<file path="config.mk">
export PLATFORM = sky130hd
export DESIGN_NAME = can_error_frame
export DESIGN_NICKNAME = d
export VERILOG_FILES = /design/src/rtl/can_error_frame.sv
export SDC_FILE = /design/constraint.sdc
export NUM_CORES = 1
export LEC_CHECK = 0
export CAP_MARGIN = 20
export CELL_PAD_IN_SITES_DETAIL_PLACEMENT = 0
export CELL_PAD_IN_SITES_GLOBAL_PLACEMENT = 2
export CORE_UTILIZATION = 30
export DETAILED_ROUTE_END_ITERATION = 8
export PLACE_DENSITY = 0.76
export REMOVE_ABC_BUFFERS = 1
export SYNTH_ARGS = -nofsm -noshare
export SYNTH_HDL_FRONTEND = slang
export SYNTH_SLANG_ARGS = --single-unit
</file>
<file path="constraint.sdc">
create_clock -name clk -period 3.2 [get_ports clk]
set_clock_uncertainty 0.05 [all_clocks]
set_input_delay 0.48 -clock clk [delete_from_list [all_inputs] [get_ports clk]]
set_output_delay 0.48 -clock clk [all_outputs]
set_load 0.01 [all_outputs]
</file>
<file path="src/rtl/can_error_frame.sv">
// can_error_frame: drives active/passive CAN error flags, waits out flag
// superposition and the error delimiter, and sequences bus-off recovery by
// counting occurrences of consecutive recessive bits.
module can_error_frame #(
   parameter int unsigned FLAG_LEN  = 6,
   parameter int unsigned DELIM_LEN = 8,
   parameter int unsigned RECOV_RUN = 11,
   parameter int unsigned RECOV_OCC = 128
) (
   input  logic clk,
   input  logic rst,
   input  logic sample_point,
   input  logic rx_bit,
   input  logic bit_error,
   input  logic stuff_error,
   input  logic form_error,
   input  logic ack_error,
   input  logic crc_error,
   input  logic error_passive,
   input  logic bus_off,
   output logic tx_bit,
   output logic err_frame_active,
   output logic flag_passive,
   output logic dominant_after_flag,
   output logic err_frame_done,
   output logic bus_off_recovering,
   output logic recovery_done
);

   typedef enum logic [2:0] {
      IDLE,
      FLAG,
      WAIT_REC,
      DELIM,
      BUS_OFF
   } state_t;

   // Terminal counts, expressed as "last value before the terminal event"
   localparam logic [3:0] FLAG_LAST  = 4'(FLAG_LEN - 1);
   localparam logic [3:0] DELIM_LAST = 4'(DELIM_LEN - 1);
   localparam logic [3:0] RUN_LAST   = 4'(RECOV_RUN - 1);
   localparam logic [7:0] OCC_LAST   = 8'(RECOV_OCC - 1);

   state_t     state;
   logic [3:0] bit_cnt;
   logic [3:0] run_cnt;
   logic [7:0] occ_cnt;
   logic       dom_seen;
   logic       err_trig;

   assign err_trig           = bit_error | stuff_error | form_error | ack_error | crc_error;
   assign err_frame_active   = (state == FLAG) || (state == WAIT_REC) || (state == DELIM);
   assign bus_off_recovering = (state == BUS_OFF);

   // Single sequencer: bus-off entry has priority, otherwise each state
   // advances only on sample points (except the IDLE trigger, which is
   // taken on any cycle so the flag starts at the very next bit).
   always_ff @(posedge clk or negedge rst) begin
      if (!rst) begin
         state               <= IDLE;
         tx_bit              <= 1'b1;
         flag_passive        <= 1'b0;
         dominant_after_flag <= 1'b0;
         err_frame_done      <= 1'b0;
         recovery_done       <= 1'b0;
         bit_cnt             <= 4'd0;
         run_cnt             <= 4'd0;
         occ_cnt             <= 8'd0;
         dom_seen            <= 1'b0;
      end else begin
         dominant_after_flag <= 1'b0;
         err_frame_done      <= 1'b0;
         recovery_done       <= 1'b0;
         if (bus_off && (state != BUS_OFF)) begin
            state    <= BUS_OFF;
            tx_bit   <= 1'b1;
            bit_cnt  <= 4'd0;
            run_cnt  <= 4'd0;
            occ_cnt  <= 8'd0;
            dom_seen <= 1'b0;
         end else begin
            case (state)
               IDLE: begin
                  if (err_trig) begin
                     state        <= FLAG;
                     flag_passive <= error_passive;
                     tx_bit       <= error_passive;
                     bit_cnt      <= 4'd0;
                     dom_seen     <= 1'b0;
                  end
               end
               FLAG: begin
                  if (sample_point) begin
                     if (bit_cnt >= FLAG_LAST) begin
                        state   <= WAIT_REC;
                        tx_bit  <= 1'b1;
                        bit_cnt <= 4'd0;
                     end else begin
                        bit_cnt <= bit_cnt + 4'd1;
                     end
                  end
               end
               WAIT_REC: begin
                  if (sample_point) begin
                     if (!rx_bit) begin
                        if (!flag_passive && !dom_seen) begin
                           dominant_after_flag <= 1'b1;
                           dom_seen            <= 1'b1;
                        end
                     end else begin
                        state   <= DELIM;
                        bit_cnt <= 4'd1;
                     end
                  end
               end
               DELIM: begin
                  if (sample_point) begin
                     if (rx_bit) begin
                        if (bit_cnt >= DELIM_LAST) begin
                           state          <= IDLE;
                           err_frame_done <= 1'b1;
                           bit_cnt        <= 4'd0;
                        end else begin
                           bit_cnt <= bit_cnt + 4'd1;
                        end
                     end else begin
                        state        <= FLAG;
                        flag_passive <= error_passive;
                        tx_bit       <= error_passive;
                        bit_cnt      <= 4'd0;
                        dom_seen     <= 1'b0;
                     end
                  end
               end
               BUS_OFF: begin
                  if (sample_point) begin
                     if (rx_bit) begin
                        if (run_cnt >= RUN_LAST) begin
                           run_cnt <= 4'd0;
                           if (occ_cnt >= OCC_LAST) begin
                              occ_cnt       <= 8'd0;
                              recovery_done <= 1'b1;
                              state         <= IDLE;
                           end else begin
                              occ_cnt <= occ_cnt + 8'd1;
                           end
                        end else begin
                           run_cnt <= run_cnt + 4'd1;
                        end
                     end else begin
                        run_cnt <= 4'd0;
                     end
                  end
               end
               default: begin
                  state  <= IDLE;
                  tx_bit <= 1'b1;
               end
            endcase
         end
      end
   end

endmodule
</file>
==> summary.txt, run 1 <==
Detailed routing
  – Routed vias: 1337
  – Vias per inst: 5.22
  – DRT iter0 DRCs: 42
  – Pre-antenna DRT Iters: 4
  – DR DRC count: 0
  – Final ANT Viol Nets: 0
  – WL final: 3.48 mm
  – DR WL/cell: 13.6 um

Power and ir drop
  – Cell area power density: 321 mW/mm^2
  – Static leakage: 0.000782 uW
  – Final Power: 589 uW
  – VDD IR max: 0.173 mV

Logic synthesis
  – Sequential cell area fraction in the yosys report: 0.412
  – Post-Syn Instances: 170
  – Seq cells post-synth: 25
  – Yosys warns: 0
  – Mapped Avg Cell Area: 8.96 um^2
  – Post-synth EDFFs: 0
  – Ys flop type: dfrtp_1
  – Synth top area share: 0.394
  – Netlist cell types: 49
  – Most frequent cell after synthesis: dfrtp_1
  – Synth cell count leaders: dfrtp_1, nand2_1, inv_1
  – Area contributors post-synth: dfrtp_1, ha_1, mux2i_1, nand2_1, a21oi_1
  – Post-Syn Area: 0.00152 mm^2
  – Largest area contributor in the netlist: dfrtp_1
  – Post-synth ARST share: 1.00

Floorplan
  – Horiz. Die Dim: 73.2 um
  – Die height: 73.2 um
  – # IOs: 18
  – Rows: 25
  – Core area: 0.00482 mm^2
  – Die area: 0.00536 mm^2
  – Initial core utilization: 0.316

Setup path
  – Worst Path Arrival: 2.05 ns
  – Critical Path RT: 2.67 ns
  – Worst-path cell chain: or3b_4 -> inv_1 -> clkdlybuf4s50_1
  – Critical path class: reg2out
  – Crit-path slowest cell: dfrtp_1
  – CP max FO: 15
  – Worst r2r path cells: 4
  – Worst reg2reg endpoint: occ_cnt[5]$_DFFE_PN0P_
  – Slowest Stage Delay on Critical Path: 0.56 ns
  – R2R Path Start: state[0]$_DFFE_PN0P_
  – R2R Setup Slk: 0.84 ns
  – Worst Setup Start Kind: flop
  – Crit end category: output port

Global route
  – Vias in the first global route: 1313
  – First-pass GRT wire length: 6.07 mm
  – Total grt overflow: 0
  – Largest net degree at the start of global routing: 26
  – Initial antenna violation count: 0
  – Overall Global Routing Usage: 0.147

Timing
  – Fin Setup TNS: 0 ns
  – Period minus WS final: 2.58 ns
  – Worst-margin pin slew: 0.582 ns
  – Slew HR: 0.612
  – Slew Limit Fails: 0
  – Crit share post-route: 0.806
  – Final hold violation count: 0
  – Max Fclk: 0.388 GHz
  – # setup viols final: 0
  – RSZ-0062 raised after global routing: no

Placement
  – IO buf count: 17
  – Dpl cells: 252
  – RD Place Congestion: 0.812
  – Post-DP HPWL: 2.68 mm

Min path
  – Cells on Worst Hold Path: 1
  – Hold crit path type: reg2reg
  – HP Start: dom_seen$_DFFE_PN0P_
  – Hold EP: dominant_after_flag$_DFF_PN0_

Clocking
  – Root buffer cell: clkbuf_8
  – Worst-skew pair later-pin latency: 0.27 ns
  – Clock-pin slew on the worst setup and hold paths: 0.09 ns
  – CTS Buffer Depth: 2
  – H-tree depth: 1
  – TritonCTS clock tree: yes
  – Clk sink count: 25
  – Setup Fix Bufs, Post-CTS: 0
  – Post-CTS sizing: 0
  – # hold bufs at CTS: 0
  – CTS Buf Count: 3

Cells and area
  – Area of the multi-input gates: 820 um^2
  – Layout cells sized above 1: 0.0952
  – Post-route insts no fill: 256
  – Register area: 627 um^2
  – Antenna diodes: 0
  – Area grow syn2layout: 20.5%
  – # fillers: 510
  – # nets final: 207

Outcome
  – Outcome: complete, no violations

Flow run
  – Max-Cap Viols: 0
## critical path, delay by kind of cell (launching register included)
kind,cells,cell delay (ns)
buffers and inverters,2,0.73
and+or+nand+nor,1,0.49
DFF,1,0.56
## metal layers
metal	track usage	wire (um)	vias to the layer above
met1	0.194	1600	650
li1	-	-	665
met3	0.0207	89	2
met5	0	0	-
met4	0.0392	20	0
met2	0.251	1770	20
## layout by cell type, fill, tap and decap left out, types with 2 or more instances in the layout
master,count
nor3_1,4
clkbuf_8,3
or4_1,4
nand2b_1,3
nand4_1,2
nand3_1,5
nand4b_1,2
buf_4,5
nor2b_1,2
nor4_1,6
nand2_1,15
clkdlybuf4s50_1,17
or4b_2,2
inv_1,13
a21oi_1,11
dfrtp_1,24
nor2_1,11
o21ai_0,11
ha_1,6
mux2i_1,6
a31oi_1,4
a21o_1,3
o22ai_1,3
## registers in the layout (all words and copies together), names as in the netlist, 3 cells and up
| signal | count |
|---|---|
| state | 3 |
| occ_cnt | 8 |
| run_cnt | 4 |
| bit_cnt | 4 |
## how the worst max path moves through the flow
stage | depth (start not counted) | slack [ns] | startpoint | end
after detailed placement | 5 | 0.52 | bus_off | bit_cnt[2]$_DFFE_PN0P_
after global placement | 5 | 0.61 | bus_off | bit_cnt[2]$_DFFE_PN0P_
after CTS | 3 | 0.60 | state[0]$_DFFE_PN0P_ | bus_off_recovering
after floorplan | 4 | 1.05 | state[1]$_DFFE_PN0P_ | occ_cnt[4]$_DFFE_PN0P_
after global routing | 3 | 0.51 | state[0]$_DFFE_PN0P_ | bus_off_recovering
final | 3 | 0.62 | state[0]$_DFFE_PN0P_ | bus_off_recovering
## cells by family (layout without fill, tap and decap cells)
kind of cell	Yosys count	in the layout	synth area share
muxes	6	6	0.0394
AOI/OAI and AO/OA	49	49	0.218
adders and majority gates	6	6	0.0493
DFF	25	25	0.412
buffers and inverters	20	39	0.0501
xor gates and xnor gates	1	1	0.00575
and+or+nand+nor	63	63	0.226
## stage by stage
step | util | setup slack [ns] | area, um^2 | hold slack [ns]
finish | 0.381 | 0.621 | 1840 | 0.418
detailed placement | 0.371 | 0.522 | 1790 | 0.403
global placement | 0.371 | 0.609 | 1790 | 0.393
CTS | 0.381 | 0.602 | 1840 | 0.417
floorplan | - | 1.05 | 1500 | 0.134
global route | 0.381 | 0.507 | 1840 | 0.443
## report_power, final
part	switching, uW	total, uW	internal (uW)	leakage, uW
clock network	99.4	188	88.1	0.0000217
registers	11.8	339	327	0.000330
logic	30.3	62.7	32.3	0.000431
## final cells by class
type / count / share of cell area
Multi-Input combinational cell: 125 / 0.446
Sequential cell: 25 / 0.342
Timing Repair Buffer: 22 / 0.113
Tap cell: 67 / 0.0457
Inverter: 13 / 0.0266
Clock buffer: 3 / 0.0225
Clock inverter: 1 / 0.00409
Power figures use the tool's default switching activity.
==> run 2: changes to the inputs <==
Clock period 3.2 ns to 2.5 ns, I/O delays scaled along.
==> summary.txt, run 2 (synthesis gave the netlist of run 1 again) <==
Detailed routing
  – WL final: 3.58 mm (was 3.48 mm)
  – Final ANT Viol Nets: 0 (unchanged)
  – DR WL/cell: 13.5 um (was 13.6 um)
  – DRT iter0 DRCs: 48 (was 42)
  – DR DRC count: 0 (unchanged)
  – Pre-antenna DRT Iters: 4 (unchanged)
  – Routed vias: 1378 (was 1337)
  – Vias per inst: 5.18 (was 5.22)

Clocking
  – CTS Buf Count: 3 (unchanged)
  – Post-CTS sizing: 0 (unchanged)
  – # hold bufs at CTS: 0 (unchanged)
  – Setup Fix Bufs, Post-CTS: 0 (unchanged)
  – Clk sink count: 25 (unchanged)
  – Root buffer cell: clkbuf_8 (unchanged)
  – H-tree depth: 1 (unchanged)
  – CTS Buffer Depth: 2 (unchanged)
  – Worst-skew pair later-pin latency: 0.27 ns (about the same)
  – Clock-pin slew on the worst setup and hold paths: 0.09 ns (about the same)
  – TritonCTS clock tree: yes (unchanged)

Placement
  – Pre-CTS setup slack: 0.171 ns (was 0.522 ns)
  – Dpl cells: 262 (was 252)
  – RD Place Congestion: 0.751 (was 0.812)
  – Post-DP HPWL: 2.71 mm (was 2.68 mm)
  – IO buf count: 17 (unchanged)
  – Dpl cell area: 0.00186 mm^2 (was 0.00179 mm^2)

Power and ir drop
  – VDD IR max: 0.265 mV (was 0.173 mV)
  – Cell area power density: 400 mW/mm^2 (was 321 mW/mm^2)
  – Static leakage: 0.000830 uW (was 0.000782 uW)

Setup path
  – Worst Path Arrival: 1.88 ns (was 2.05 ns)
  – CP max FO: 6 (was 15)
  – Worst r2r path cells: 4 (unchanged)
  – Crit end category: output port (unchanged)
  – Critical path class: reg2out (unchanged)
  – Critical Path RT: 2.08 ns (was 2.67 ns)
  – Worst Setup Start Kind: flop (unchanged)

Global route
  – First-pass GRT wire length: 6.31 mm (was 6.07 mm)
  – Initial antenna violation count: 0 (unchanged)
  – GR peak layer: met2 (unchanged)
  – Overall Global Routing Usage: 0.151 (was 0.147)
  – Largest net degree at the start of global routing: 26 (unchanged)
  – Total grt overflow: 0 (unchanged)
  – Met2 usage: 0.259 (was 0.251)
  – Met3 track demand over resource: 0.0304 (was 0.0207)
  – Met1 Track Usage GR: 0.202 (was 0.194)
  – Vias in the first global route: 1323 (was 1313)

Floorplan
  – Initial core utilization: 0.316 (unchanged)
  – Rows: 25 (unchanged)
  – Horiz. Die Dim: 73.2 um (unchanged)
  – Die area: 0.00536 mm^2 (unchanged)
  – Die height: 73.2 um (unchanged)
  – # IOs: 18 (unchanged)
  – Core area: 0.00482 mm^2 (unchanged)

Cells and area
  – Final Util: 0.396 (was 0.381)
  – Area grow syn2layout: 25.2% (was 20.5%)
  – # nets final: 217 (was 207)
  – Most frequent cells in the layout: dfrtp_1, clkdlybuf4s50_1, nand2_1, buf_4, inv_1 (was dfrtp_1, clkdlybuf4s50_1, nand2_1)
  – Top flop regs: occ_cnt x8, bit_cnt x4, run_cnt x4 (unchanged)
  – Cell area after layout: 0.00191 mm^2 (was 0.00184 mm^2)
  – Post-route insts no fill: 266 (was 256)
  – Reg with most FFs: occ_cnt (unchanged)
  – Largest register FFs: 8 (unchanged)
  – Commonest non-fill, non-tap cell in the layout: dfrtp_1 (unchanged)
  – Antenna diodes: 0 (unchanged)
  – Layout cells sized above 1: 0.136 (was 0.0952)
  – # fillers: 502 (was 510)

Timing
  – Period minus WS final: 2.31 ns
  – Slew Limit Fails: 0 (unchanged)
  – Setup ws final: 0.192 ns (was 0.621 ns)
  – Final hold violation count: 0 (unchanged)
  – Slew HR: 0.646 (was 0.612)
  – # setup viols final: 0 (unchanged)
  – Worst-margin pin slew: 0.528 ns (was 0.582 ns)
  – Crit share post-route: 0.923
  – RSZ-0062 raised after global routing: no (unchanged)
  – Fin Setup TNS: 0 ns (unchanged)
  – Max Fclk: 0.433 GHz

Outcome
  – Outcome: complete, no violations (unchanged)

Flow run
  – Max-Cap Viols: 0 (unchanged)

Min path
  – Hold crit path type: in2async (was reg2reg)
-- run 2: cell types whose count changed in the layout (fill, tap and decap cells not counted) --
cell / change
clkinvlp_4: -1
clkbuf_1: +1
buf_4: +10
-- run 2: layout make-up --
cell class	instances	area [um^2]	share of cell area
clock buffer	4	45.0	0.0236
multi-input combinational	125	820	0.430
tap	67	83.8	0.0440
inverter	13	48.8	0.0256
sequential	25	627	0.329
timing repair buffer	32	283	0.148
-- run 2: report_power, final --
part | leakage, uW | internal [uW] | switching [uW]
Combinational | 0.000478 | 44.5 | 39.2
Sequential | 0.000330 | 418 | 15.2
Clock | 0.0000228 | 114 | 131
-- run 2: worst max-delay path, stage by stage (launching register included) --
cell and delay (ns):
dfrtp_1 0.45, or3b_4 0.44, inv_1 0.16, clkdlybuf4s50_1 0.57
-- run 2: layer usage --
layer / part of all wire / wire (um) / up-vias
li1: - / - / 688
met1: 0.48 / 1710 / 665
met2: 0.49 / 1760 / 23
met3: 0.028 / 102 / 2
met4: 0.0036 / 13 / 0
met5: 0 / 0 / -
-- run 2: worst paths after layout --
path	start	endpoint	slack, ns
worst min-delay path	rst	occ_cnt[7]$_DFFE_PN0P_	0.42
min in group clk	tx_bit$_DFFE_PN1P_	tx_bit$_DFFE_PN1P_	0.42
max in group asynchronous	rst	tx_bit$_DFFE_PN1P_	1.68
worst max register to register	state[0]$_DFFE_PN0P_	occ_cnt[5]$_DFFE_PN0P_	0.36
worst min register to register	tx_bit$_DFFE_PN1P_	tx_bit$_DFFE_PN1P_	0.42
worst max-delay path	state[0]$_DFFE_PN0P_	bus_off_recovering	0.19
-- run 2: metrics by stage --
stage | hold slack, ns | power [uW]
CTS | 0.431 | 773
detailed placement | 0.419 | 526
global placement | 0.408 | 524
finish | 0.419 | 762
floorplan | 0.0294 | 467
global route | 0.449 | 800
==> run 3: changes to the inputs <==
Settings changed: GPL_TIMING_DRIVEN from default to 0.
==> summary.txt, run 3 (synthesis gave the netlist of run 1 again) <==
Outcome
  – Outcome: complete, no violations (unchanged)

Clocking
  – Clock-pin slew on the worst setup and hold paths: 0.10 ns (was 0.09 ns)
  – # hold bufs at CTS: 0 (unchanged)
  – H-tree depth: 1 (unchanged)
  – Setup Fix Bufs, Post-CTS: 0 (unchanged)
  – CTS Buf Count: 3 (unchanged)
  – Root buffer cell: clkbuf_8 (unchanged)
  – Clk sink count: 25 (unchanged)
  – Worst-skew pair later-pin latency: 0.27 ns (about the same)
  – TritonCTS clock tree: yes (unchanged)
  – CTS Buffer Depth: 2 (unchanged)

Timing
  – Max Fclk: 0.412 GHz (was 0.433 GHz)
  – Slew HR: 0.476 (was 0.646)
  – Final hold violation count: 0 (unchanged)
  – Slew Limit Fails: 0 (unchanged)
  – Period minus WS final: 2.43 ns (was 2.31 ns)
  – Worst-margin pin slew: 0.781 ns (was 0.528 ns)
  – # setup viols final: 0 (unchanged)
  – Crit share post-route: 0.971 (was 0.923)
  – RSZ-0062 raised after global routing: no (unchanged)
  – Fin Setup TNS: 0 ns (unchanged)

Placement
  – RD Place Congestion: 0.793 (was 0.751)
  – Post-DP HPWL: 2.67 mm (was 2.71 mm)
  – Dpl cells: 248 (was 262)
  – Dpl cell area: 0.00176 mm^2 (was 0.00186 mm^2)
  – IO buf count: 17 (unchanged)

Min path
  – Hold crit path type: in2async (unchanged)

Cells and area
  – Cell area after layout: 0.00183 mm^2 (was 0.00191 mm^2)
  – # fillers: 519 (was 502)
  – Antenna diodes: 0 (unchanged)
  – Area of the multi-input gates: 831 um^2 (was 820 um^2)
  – Largest register FFs: 8 (unchanged)
  – Layout cells sized above 1: 0.0865 (was 0.136)
  – Final Util: 0.379 (was 0.396)
  – Most frequent cells in the layout: dfrtp_1, clkdlybuf4s50_1, nand2_1 (was dfrtp_1, clkdlybuf4s50_1, nand2_1, buf_4, inv_1)
  – Post-route insts no fill: 252 (was 266)
  – Reg with most FFs: occ_cnt (unchanged)
  – Register area: 629 um^2 (was 627 um^2)
  – # nets final: 203 (was 217)
  – Area grow syn2layout: 20.0% (was 25.2%)
  – Top flop regs: occ_cnt x8, bit_cnt x4, run_cnt x4 (unchanged)
  – Commonest non-fill, non-tap cell in the layout: dfrtp_1 (unchanged)

Setup path
  – Crit end category: output port (unchanged)
  – Worst Path Arrival: 2.00 ns (was 1.88 ns)
  – CP max FO: 11 (was 6)
  – R2R Path Start: state[2]$_DFFE_PN0P_ (was state[0]$_DFFE_PN0P_)
  – Crit-path slowest cell: clkdlybuf4s50_1 (unchanged)
  – Critical Path RT: 2.08 ns (about the same)
  – Worst reg2reg endpoint: occ_cnt[5]$_DFFE_PN0P_ (unchanged)
  – Slowest Stage Delay on Critical Path: 0.57 ns (about the same)
  – Worst Setup Start Kind: flop (unchanged)
  – CP top delay family: buffers and inverters (unchanged)
  – CP Buf/Inv Count: 2 (unchanged)
  – Worst r2r path cells: 4 (unchanged)
  – Critical path class: reg2out (unchanged)
  – Worst-path cell chain: or3b_4 -> inv_1 -> clkdlybuf4s50_1 (unchanged)
  – R2R Setup Slk: 0.20 ns (was 0.36 ns)

Floorplan
  – Initial core utilization: 0.316 (unchanged)
  – Core area: 0.00482 mm^2 (unchanged)
  – # IOs: 18 (unchanged)
  – Rows: 25 (unchanged)
  – Die area: 0.00536 mm^2 (unchanged)
  – Die height: 73.2 um (unchanged)
  – Horiz. Die Dim: 73.2 um (unchanged)

Detailed routing
  – DRT iter0 DRCs: 64 (was 48)
  – Final ANT Viol Nets: 0 (unchanged)
  – Pre-antenna DRT Iters: 4 (unchanged)
  – DR WL/cell: 14.2 um (was 13.5 um)
  – WL final: 3.58 mm (about the same)
  – Routed wl met3: 148 um (was 102 um)
  – DRT met1 WL: 1.65 mm (was 1.71 mm)
  – DR DRC count: 0 (unchanged)
  – Vias per inst: 5.38 (was 5.18)
  – Met2 Wirelength: 1.76 mm (about the same)
  – Top Metal Used: met4 (unchanged)
  – Routed vias: 1356 (was 1378)

Global route
  – Vias in the first global route: 1324 (was 1323)
  – Largest net degree at the start of global routing: 18 (was 26)
  – First-pass GRT wire length: 6.11 mm (was 6.31 mm)
  – Initial antenna violation count: 0 (unchanged)
  – Total grt overflow: 0 (unchanged)
  – Overall Global Routing Usage: 0.146 (was 0.151)

Power and ir drop
  – Comb pwr share: 0.105 (was 0.110)
  – Sequential share of power: 0.567 (was 0.569)
  – VDD IR max: 0.231 mV (was 0.265 mV)
  – Net Switching: 193 uW (was 185 uW)
  – Cell area power density: 419 mW/mm^2 (was 400 mW/mm^2)
  – Clock network fraction of design power: 0.329 (was 0.321)
  – Internal power: 572 uW (was 577 uW)
  – Static leakage: 0.000760 uW (was 0.000830 uW)
  – Sw Ratio: 0.252 (was 0.243)

Flow run
  – Max-Cap Viols: 0 (unchanged)
-- run 3: cell count changes in the layout (fill, tap and decap cells not counted), sizes merged --
cell      before  now
buf           15    1
clkbuf         4    3
clkinvlp       0    1
-- run 3: through the flow --
| step | setup slack (ns) | power [uW] | hold WS, ns |
|---|---|---|---|
| after detailed placement | -0.223 | 521 | 0.403 |
| final | 0.0721 | 765 | 0.409 |
| after global routing | 0.00252 | 800 | 0.440 |
| after floorplan | 0.347 | 467 | 0.0294 |
| after CTS | 0.0299 | 770 | 0.417 |
| after global placement | -0.226 | 515 | 0.393 |
-- run 3: how the worst max path moves through the flow --
stage,from,end,depth (start not counted)
3_3_place_gp,bus_off,bit_cnt[2]$_DFFE_PN0P_,5
3_5_place_dp,bus_off,bit_cnt[2]$_DFFE_PN0P_,5
6_report,state[2]$_DFFE_PN0P_,bus_off_recovering,3
2_1_floorplan,state[1]$_DFFE_PN0P_,occ_cnt[4]$_DFFE_PN0P_,4
5_1_grt,state[2]$_DFFE_PN0P_,bus_off_recovering,3
4_1_cts,state[0]$_DFFE_PN0P_,bus_off_recovering,3
-- run 3: cell type report --
class                           count  share of cell area
Inverter                           13              0.0267
Tap cell                           67              0.0459
Timing Repair Buffer               18               0.101
Multi-Input combinational cell    125               0.455
Clock buffer                        3              0.0226
Clock inverter                      1             0.00411
Sequential cell                    25               0.345
-- run 3: worst reg2reg max path, stage by stage, from the launching register on --
cell     delay [ns]
dfrtp_1        0.55
or3b_4         0.45
or3_1          0.52
or4_1          0.51
a31oi_1        0.14
-- run 3: repair_timing --
| action | CTS | global route |
|---|---|---|
| endpoints found under the setup margin | 1 | 5 |
| gates cloned | 0 | 0 |
| gates resized for setup | 1 | 2 |
-- run 3: power by group through the flow --
stage | logic [uW] | registers, uW | clock network (uW)
finish | 80.0 | 433 | 252
global route | 89.3 | 435 | 275
CTS | 81.2 | 433 | 256
detailed placement | 80.4 | 441 | 0
global placement | 75.8 | 439 | 0
floorplan | 27.3 | 440 | 0
-- run 3: per-layer routing --
metal | global-route usage | vias up
li1 | - | 656
met1 | 0.186 | 662
met2 | 0.255 | 36
met3 | 0.0221 | 2
met4 | 0.0392 | 0
met5 | 0 | -
